[config.mk]
export PLATFORM = sky130hd
export DESIGN_NAME = multicycle_control
export DESIGN_NICKNAME = d
export VERILOG_FILES = /design/src/rtl/multicycle_control.sv
export SDC_FILE = /design/constraint.sdc
export NUM_CORES = 1
export LEC_CHECK = 0
export ABC_AREA = 1
export BUFFER_PORTS_ARGS = -buffer_cell sky130_fd_sc_hd__buf_2
export CORE_MARGIN = 2
export CORE_UTILIZATION = 30
export CTS_BUF_LIST = sky130_fd_sc_hd__clkbuf_4 sky130_fd_sc_hd__clkbuf_8
export DETAILED_ROUTE_END_ITERATION = 10
export PLACE_DENSITY = 0.74
export SLEW_MARGIN = 20
export SYNTH_ARGS = -nofsm -noshare
export SYNTH_HDL_FRONTEND = slang
export SYNTH_SLANG_ARGS = --single-unit
[constraint.sdc]
create_clock -name clk -period 1.7 [get_ports clk]
set_input_delay 0.085 -clock clk [delete_from_list [all_inputs] [get_ports clk]]
set_output_delay 0.085 -clock clk [all_outputs]
set_load 0.005 [all_outputs]
[src/rtl/multicycle_control.sv]
// multicycle_control: multicycle MIPS sequencer that drives every datapath select/strobe.
// Latency: state registered; all outputs combinational from state, opcode, zero, alu_sign, mem_ready.
// Backpressure: mem_ready=0 holds FETCH / MEM_READ / MEM_WRITE one extra cycle per low cycle.
//
// Ports:
//   clk, rst_n             rising-edge clock, synchronous active-low reset
//   opcode                 instr[31:26] from the instruction register
//   zero, alu_sign         ALU zero flag and result bit 31 (branch resolution)
//   mem_ready              memory access completes this cycle
//   pc_write .. pc_source  datapath selects and strobes
//   instr_done             one-cycle pulse in the final cycle of each instruction
//   illegal                trap indicator (sticky until reset)
//   state                  current state, debug
//   cycle_count/instr_count  perf counters, built only with MC_PERF_COUNT_EN defined,
//                          otherwise tied to zero
module multicycle_control #(
  parameter int STATE_W = 4
) (
  input  logic               clk,
  input  logic               rst_n,
  input  logic [5:0]         opcode,
  input  logic               zero,
  input  logic               alu_sign,
  input  logic               mem_ready,
  output logic               pc_write,
  output logic               iord,
  output logic               mem_read,
  output logic               mem_write,
  output logic               ir_write,
  output logic               reg_dst,
  output logic               reg_write,
  output logic               mem_to_reg,
  output logic               alu_src_a,
  output logic [1:0]         alu_src_b,
  output logic [1:0]         alu_op,
  output logic [1:0]         pc_source,
  output logic               instr_done,
  output logic               illegal,
  output logic [STATE_W-1:0] state,
  output logic [31:0]        cycle_count,
  output logic [31:0]        instr_count
);

  typedef enum logic [STATE_W-1:0] {
    FETCH     = STATE_W'(0),
    DECODE    = STATE_W'(1),
    MEM_ADDR  = STATE_W'(2),
    MEM_READ  = STATE_W'(3),
    MEM_WB    = STATE_W'(4),
    MEM_WRITE = STATE_W'(5),
    R_EXEC    = STATE_W'(6),
    R_WB      = STATE_W'(7),
    BRANCH    = STATE_W'(8),
    JUMP      = STATE_W'(9),
    ADDI_EXEC = STATE_W'(10),
    ADDI_WB   = STATE_W'(11),
    TRAP      = STATE_W'(12)
  } state_t;

  localparam logic [5:0] OP_RTYPE = 6'd0;
  localparam logic [5:0] OP_J     = 6'd2;
  localparam logic [5:0] OP_BEQ   = 6'd4;
  localparam logic [5:0] OP_BGTZ  = 6'd7;
  localparam logic [5:0] OP_ADDI  = 6'd8;
  localparam logic [5:0] OP_LW    = 6'd35;
  localparam logic [5:0] OP_SW    = 6'd43;

  state_t state_q;
  state_t state_d;

  always_ff @(posedge clk) begin
    if (!rst_n) state_q <= FETCH;
    else        state_q <= state_d;
  end

  assign state = state_q;

  always_comb begin
    state_d    = state_q;
    pc_write   = 1'b0;
    iord       = 1'b0;
    mem_read   = 1'b0;
    mem_write  = 1'b0;
    ir_write   = 1'b0;
    reg_dst    = 1'b0;
    reg_write  = 1'b0;
    mem_to_reg = 1'b0;
    alu_src_a  = 1'b0;
    alu_src_b  = 2'b00;
    alu_op     = 2'b00;
    pc_source  = 2'b00;
    instr_done = 1'b0;
    illegal    = 1'b0;

    case (state_q)
      FETCH: begin
        mem_read  = 1'b1;
        alu_src_b = 2'b01;
        if (mem_ready) begin
          ir_write = 1'b1;
          pc_write = 1'b1;
          state_d  = DECODE;
        end
      end
      DECODE: begin
        // Branch target (PC+4 + imm<<2) is precomputed here for BRANCH.
        alu_src_b = 2'b11;
        case (opcode)
          OP_RTYPE:        state_d = R_EXEC;
          OP_J:            state_d = JUMP;
          OP_BEQ, OP_BGTZ: state_d = BRANCH;
          OP_ADDI:         state_d = ADDI_EXEC;
          OP_LW, OP_SW:    state_d = MEM_ADDR;
          default:         state_d = TRAP;
        endcase
      end
      MEM_ADDR: begin
        alu_src_a = 1'b1;
        alu_src_b = 2'b10;
        state_d   = (opcode == OP_LW) ? MEM_READ : MEM_WRITE;
      end
      MEM_READ: begin
        mem_read = 1'b1;
        iord     = 1'b1;
        if (mem_ready) state_d = MEM_WB;
      end
      MEM_WB: begin
        reg_write  = 1'b1;
        mem_to_reg = 1'b1;
        instr_done = 1'b1;
        state_d    = FETCH;
      end
      MEM_WRITE: begin
        // Write strobe only in the completing cycle so a stall never double-writes.
        iord = 1'b1;
        if (mem_ready) begin
          mem_write  = 1'b1;
          instr_done = 1'b1;
          state_d    = FETCH;
        end
      end
      R_EXEC: begin
        alu_src_a = 1'b1;
        alu_op    = 2'b10;
        state_d   = R_WB;
      end
      R_WB: begin
        reg_dst    = 1'b1;
        reg_write  = 1'b1;
        instr_done = 1'b1;
        state_d    = FETCH;
      end
      BRANCH: begin
        alu_src_a  = 1'b1;
        alu_op     = 2'b01;
        pc_source  = 2'b01;
        instr_done = 1'b1;
        // bgtz compares rs against $0: taken when rs-0 is nonzero and non-negative.
        if (opcode == OP_BEQ)       pc_write = zero;
        else if (opcode == OP_BGTZ) pc_write = ~zero & ~alu_sign;
        state_d = FETCH;
      end
      JUMP: begin
        pc_source  = 2'b10;
        pc_write   = 1'b1;
        instr_done = 1'b1;
        state_d    = FETCH;
      end
      ADDI_EXEC: begin
        alu_src_a = 1'b1;
        alu_src_b = 2'b10;
        state_d   = ADDI_WB;
      end
      ADDI_WB: begin
        reg_write  = 1'b1;
        instr_done = 1'b1;
        state_d    = FETCH;
      end
      TRAP: begin
        illegal = 1'b1;
        state_d = TRAP;
      end
      default: state_d = FETCH;  // unused codes recover
    endcase

    // No strobe may escape while reset is held, whatever the state register says.
    if (!rst_n) begin
      pc_write   = 1'b0;
      ir_write   = 1'b0;
      reg_write  = 1'b0;
      mem_read   = 1'b0;
      mem_write  = 1'b0;
      instr_done = 1'b0;
      illegal    = 1'b0;
    end
  end

`ifdef MC_PERF_COUNT_EN
  logic [31:0] cycle_q;
  logic [31:0] instr_q;

  always_ff @(posedge clk) begin
    if (!rst_n) begin
      cycle_q <= '0;
      instr_q <= '0;
    end else begin
      cycle_q <= cycle_q + 32'd1;
      if (instr_done) instr_q <= instr_q + 32'd1;
    end
  end

  assign cycle_count = cycle_q;
  assign instr_count = instr_q;
`else
  assign cycle_count = 32'd0;
  assign instr_count = 32'd0;
`endif

endmodule

==> reports/qor.log, run 1 <==
qor: die.floorplan.initialDensity 0.315
qor: outcome.status complete, no violations
qor: layout.largest_register_ffs 4
qor: timing.smallest_hold_slack 0.0738 ns
qor: worst_setup_path.crit_end_element output port
qor: grt.first_global_vias 790
qor: logic_synthesis.synthXorXnorAreaFrac 0
qor: route.via_count 979
qor: worst_setup_path.r2r-end state[0]
qor: grt.grt_max_degree 10
qor: logic_synthesis.yosys-top-cells-area buf_4 46%, nor2_1 8.1%, dfxtp_1 7.5%
qor: layout.area_growth_from_synthesis_to_layout -1.52%
qor: timing.setup-tns-final 0 ns
qor: clock_network.max-clock-path-buffers 2
qor: placed_design.pre_cts_slack 0.384 ns
qor: grt.grt_util_met1 0.0977
qor: layout.drive_above_1_share 0.233
qor: placed_design.gp_routability_congestion 0.874
qor: timing.min_period 1.62 ns
qor: clock_network.post_cts_resize_count 0
qor: worst_setup_path.timing.reg2reg.setup_slack 0.39 ns
qor: clock_network.tritoncts.num_buffers 3
qor: route.route.detailed.vias_per_inst 3.82
qor: layout.most_frequent_cells_in_the_layout 64 x conb_1, 31 x buf_2, 23 x nor2_1
qor: clock_network.postCtsHoldBufs 0
qor: worst_hold_path.holdPathEnd state[1]
qor: logic_synthesis.netlist_instances 178
qor: worst_setup_path.reg2reg_from state[0]
qor: die.core_region_area 0.00339 mm²
qor: worst_setup_path.worst_ep_arrival_time 1.53 ns
qor: layout.design_area 0.00105 mm²
qor: power.peakVddDrop 157 µV
qor: die.ios 96
qor: route.drc 0
qor: grt.number_of_antenna_violations_at_the_first_check_in_global_routing 0
qor: route.number_of_detailed_route_iterations_in_the_first_pass 5
qor: logic_synthesis.post_synth_design_cell_area 0.00107 mm²
qor: logic_synthesis.synth-adder-area-share 0
qor: clock_network.tritoncts done
qor: clock_network.ctsHtreeMaxLevel 1
qor: timing.final_min_period_over_clock_period 0.953
qor: logic_synthesis.synth_top_family_by_area buffers and inverters
qor: logic_synthesis.synth_compound_area_frac 0.0925
qor: placed_design.io_buffer_count 31
qor: die.floorplan_die_width 63.7 µm
qor: logic_synthesis.synth_warnings 0
qor: logic_synthesis.synthMuxAreaShare 0
qor: grt.track_usage 0.0992
qor: die.die_outline_area 0.00406 mm²
qor: die.chipHeight 63.7 µm
qor: worst_setup_path.critical_path_required 1.62 ns
qor: layout.insertedDiodeCount 0
qor: timing.final_max_slew_viol_count 0
qor: worst_hold_path.worst_hold_path_cell_count 3
qor: timing.hold_violations 0
qor: grt.gr_overflow_total 0
qor: logic_synthesis.synth_seq_cells 4
qor: layout.fill_cells 394
qor: layout.mostFrequentLayoutCell conb_1
qor: logic_synthesis.post-synth-top-area-cell buf_4
qor: grt.grt.met3_usage 0.0304
qor: clock_network.clkLatencyLatePin 0.24 ns
qor: grt.busiest_layer met2
qor: clock_network.tritoncts_num_sinks 4
qor: power.power.leakage 0.674 nW
qor: timing.finalSetupViolations 0
qor: placed_design.detailedPlacementHpwl 1870 µm
qor: grt.grt_first_pass_wirelength 3200 µm
qor: layout.layout.nets 223
qor: power.power_per_cell_area 690 mW/mm²
qor: clock_network.cts_root_buf clkbuf_4
qor: worst_hold_path.min_path_type input port to register
qor: run.cap_viol_max_count 0
qor: logic_synthesis.synthSimpleGateAreaFrac 0.285
qor: grt.grt_util_met2 0.183
qor: route.wire_per_inst 8.42 µm
qor: worst_setup_path.worst_r2r_path_cells 7
qor: clock_network.clk_transition_reported_paths 0.04 ns
qor: logic_synthesis.yosysTopAreaCellShare 0.457
qor: worst_setup_path.worstPathMaxFanout 6
qor: worst_hold_path.hp-start rst_n
qor: timing.final.setup_skew 0.000477 ns
qor: route.detailedRoute.firstIterationViolations 13
qor: die.rows 21
qor: timing.max_clock_freq 617 MHz
qor: worst_setup_path.worst_setup_path_start_kind register
qor: route.drt.antenna.violating_nets 0
qor: route.final_wirelength 2160 µm
qor: placed_design.placed_area 0.00103 mm²
qor: logic_synthesis.yosysSeqAreaShare 0.0749
qor: layout.utilization 0.310
qor: timing.setup_ws 0.0805 ns
qor: worst_setup_path.path_class register to output port
qor: clock_network.post_cts.repair.setup_buffers 0
qor: logic_synthesis.synth_area_per_cell 6.00 µm²
qor: timing.unrepaired_setup_endpoints_after_global_routing no
qor: logic_synthesis.ys_types 23
[worst max-delay path: stages, from the launching register on]
cell and delay, ns:
dfxtp_1 0.43, inv_1 0.08, nand2_2 0.14, a21oi_1 0.09, a211oi_1 0.31, a21oi_1 0.10
buf_2 0.14
[layer usage]
layer / wire length, µm / up-vias / share of wire
met2: 1120 / 63 / 0.52
li1: - / 489 / -
met3: 225 / 6 / 0.10
met5: 0 / - / 0
met1: 750 / 421 / 0.35
met4: 61 / 0 / 0.028
[worst max path at each step]
| stage | start | end | slack (ns) | cells after the start |
|---|---|---|---|---|
| after floorplan | state[0] | state[0] | 0.54 | 7 |
| after global routing | state[2] | instr_done | 0.01 | 5 |
| after detailed placement | state[0] | alu_src_b[1] | 0.38 | 5 |
| final | state[3] | instr_done | 0.08 | 6 |
| after global placement | state[0] | alu_src_b[1] | 0.39 | 5 |
| after CTS | state[0] | alu_src_b[1] | 0.12 | 5 |
[cells by family (layout without fill, tap and decap cells)]
group	count (synthesis)	after routing
other cells	1	64
simple gates	65	65
flops	4	4
buf+inv	90	59
compound gates	18	18
[cell type report]
type,count,area (µm²),area share
inverters,25,93.8,0.0892
well taps,46,57.6,0.0547
repair buffers,31,155,0.147
flip-flops and latches,4,80.1,0.0761
multi-input cells,147,643,0.611
clock buffers,3,22.5,0.0214
[synth_stat cells]
master	n
inv_2	3
nand2_2	4
nand3_1	9
o21ai_2	1
buf_4	65
a211oi_1	1
nand4_1	3
clkinv_1	2
o22ai_1	1
nor2_1	23
nand2_1	15
a31oi_1	1
inv_1	20
dfxtp_1	4
conb_1	1
nor2_4	1
or3_1	1
nor2_2	6
o21ai_0	2
a21oi_1	8
nand3b_1	1
o21ai_1	4
nor3_1	2
[through the flow]
step                total power [mW]  cells
floorplan                      0.553    241
global placement               0.591    253
detailed placement             0.597    253
CTS                            0.722    256
global route                   0.791    256
finish                         0.726    256
[where the power goes]
group / internal (mW) / leakage, nW / switching [mW]
registers: 0.114 / 0.0327 / 0.0351
logic: 0.163 / 0.627 / 0.290
clock network: 0.0793 / 0.0138 / 0.0440
Note: power is estimated with default switching activity, not from simulation.
==> run 2: changes to the inputs <==
- CTS_BUF_LIST: sky130_fd_sc_hd__clkbuf_4 sky130_fd_sc_hd__clkbuf_8 -> sky130_fd_sc_hd__clkbuf_8
==> run 2 against run 1 <==
  * Count of clock-buffer cells in the layout did not move
  * Critical endpoint unchanged
  * Worst hold slack better by 0.025 ns
  * Power grew 11%
==> reports/qor.log, run 2 (synthesis results as in run 1) <==
qor: outcome.status complete, no violations
qor: worst_setup_path.timing.critical_path.to instr_done
qor: route.detailedRoute.firstIterationViolations 13
qor: worst_setup_path.origin_of_the_worst_setup_path state[3]
qor: clock_network.ctsHtreeMaxLevel 1
qor: clock_network.cts_root_buf clkbuf_8
qor: power.power_per_cell_area 750 mW/mm²
qor: die.core_region_area 0.00339 mm²
qor: placed_design.gp_routability_congestion 0.874
qor: worst_setup_path.worst_ep_arrival_time 1.50 ns
qor: timing.final_max_slew_viol_count 0
qor: worst_setup_path.path_common_cell a21oi_1
qor: worst_setup_path.critical_path_required 1.62 ns
qor: timing.min_period 1.59 ns
qor: worst_setup_path.crit_slowest_cell dfxtp_1
qor: grt.busiest_layer met2
qor: clock_network.tritoncts.num_buffers 3
qor: worst_setup_path.path_class register to output port
qor: grt.track_usage 0.0996
qor: layout.drive_above_1_share 0.233
qor: clock_network.post_cts_resize_count 0
qor: clock_network.clk_transition_reported_paths 0.03 ns
qor: grt.first_global_vias 797
qor: timing.finalSetupViolations 0
qor: route.wire_per_inst 8.40 µm
qor: placed_design.io_buffer_count 31
qor: worst_setup_path.cell_type_group_with_the_largest_total_delay_on_the_critical_path compound AO/OA/AOI/OAI gates
qor: clock_network.tritoncts done
qor: die.floorplan.initialDensity 0.315
qor: route.via_count 967
qor: worst_setup_path.buf_inv_stages_crit_path 2
qor: clock_network.clkLatencyLatePin 0.22 ns
qor: run.cap_viol_max_count 0
qor: worst_setup_path.r2r-end state[0]
qor: worst_setup_path.worst_setup_path_start_kind register
qor: grt.grt_util_met2 0.184
qor: route.number_of_detailed_route_iterations_in_the_first_pass 4
qor: layout.area_growth_from_synthesis_to_layout 0.234%
qor: timing.unrepaired_setup_endpoints_after_global_routing no
qor: layout.fill_cells 387
qor: clock_network.tritoncts_num_sinks 4
qor: grt.grt_max_degree 10
qor: placed_design.detailedPlacementHpwl 1870 µm
qor: grt.grt_util_met1 0.0977
qor: clock_network.postCtsHoldBufs 0
qor: timing.final_min_period_over_clock_period 0.934
qor: layout.most_frequent_cells_in_the_layout 64 x conb_1, 31 x buf_2, 23 x nor2_1
qor: die.ios 96
qor: die.die_outline_area 0.00406 mm²
qor: worst_setup_path.slowest_delay 0.43 ns
qor: worst_setup_path.crit_path_cell_count 6
qor: route.drc 0
qor: grt.gr_overflow_total 0
qor: route.route.detailed.vias_per_inst 3.78
qor: power.power.leakage 0.682 nW
qor: timing.hold_violations 0
qor: worst_setup_path.reg2reg_from state[0]
qor: route.drt.antenna.violating_nets 0
qor: worst_setup_path.timing.reg2reg.setup_slack 0.39 ns
qor: die.chipHeight 63.7 µm
qor: layout.largest_register_ffs 4
qor: grt.number_of_antenna_violations_at_the_first_check_in_global_routing 0
qor: clock_network.post_cts.repair.setup_buffers 0
qor: grt.grt.met3_usage 0.0304
qor: timing.setup-tns-final 0 ns
qor: die.floorplan_die_width 63.7 µm
qor: worst_hold_path.min_path_type input port to register
qor: layout.mostFrequentLayoutCell conb_1
qor: worst_setup_path.worstPathMaxFanout 6
qor: power.peakVddDrop 159 µV
qor: layout.insertedDiodeCount 0
qor: worst_setup_path.worst_r2r_path_cells 7
qor: timing.final.setup_skew 0.000776 ns
qor: timing.max_clock_freq 630 MHz
qor: layout.layout.nets 223
qor: worst_setup_path.timing.critical_path.cells inv_1 > nand2_2 > a21oi_1 > a211oi_1 > a21oi_1 > buf_2
qor: placed_design.pre_cts_slack 0.384 ns
qor: timing.setup_ws 0.113 ns
qor: clock_network.max-clock-path-buffers 2
qor: grt.grt_first_pass_wirelength 3220 µm
qor: die.rows 21
qor: route.final_wirelength 2150 µm
qor: worst_setup_path.crit_end_element output port
==> run 2: worst min-delay path by stage <==
stage                     start        to  depth (start not counted)  slack (ns)
after floorplan           rst_n  state[1]                          2        0.19
after global placement    rst_n  state[1]                          3        0.31
after detailed placement  rst_n  state[1]                          3        0.32
after CTS                 rst_n  state[1]                          3         0.1
after global routing      rst_n  state[1]                          3        0.14
final                     rst_n  state[1]                          3         0.1
==> run 2: routing by layer <==
layer,vias to the layer above,share of wire,wire length [µm]
li1,489,-,-
met4,0,0.026,56
met2,53,0.53,1130
met1,419,0.36,766
met3,6,0.091,196
met5,-,0,0
==> run 2: where the power goes <==
part	internal, mW	switching (mW)	total, mW
clock network	0.151	0.0509	0.202
registers	0.115	0.0345	0.149
logic	0.163	0.290	0.453
total	0.428	0.375	0.804
==> run 2: per-stage QoR <==
stage | power [mW] | instance area (µm²) | instances | hold slack, ns | utilization
after CTS | 0.801 | 1070 | 256 | 0.0984 | 0.316
after global placement | 0.591 | 1030 | 253 | 0.310 | 0.304
final | 0.804 | 1070 | 256 | 0.0987 | 0.316
after global routing | 0.871 | 1070 | 256 | 0.140 | 0.316
after floorplan | 0.553 | 1310 | 241 | 0.189 | -
after detailed placement | 0.597 | 1030 | 253 | 0.322 | 0.304
==> run 2: tightest hold or removal path, stage by stage <==
cell and delay, ns:
buf_2 0.10, o21ai_1 0.06, inv_1 0.04
==> run 2: area by class of cell <==
class	count	area [µm²]	share of cell area
well taps	46	57.6	0.0537
repair buffers	31	155	0.145
inverters	25	93.8	0.0876
multi-input cells	147	643	0.600
clock buffers	3	41.3	0.0386
flip-flops and latches	4	80.1	0.0748
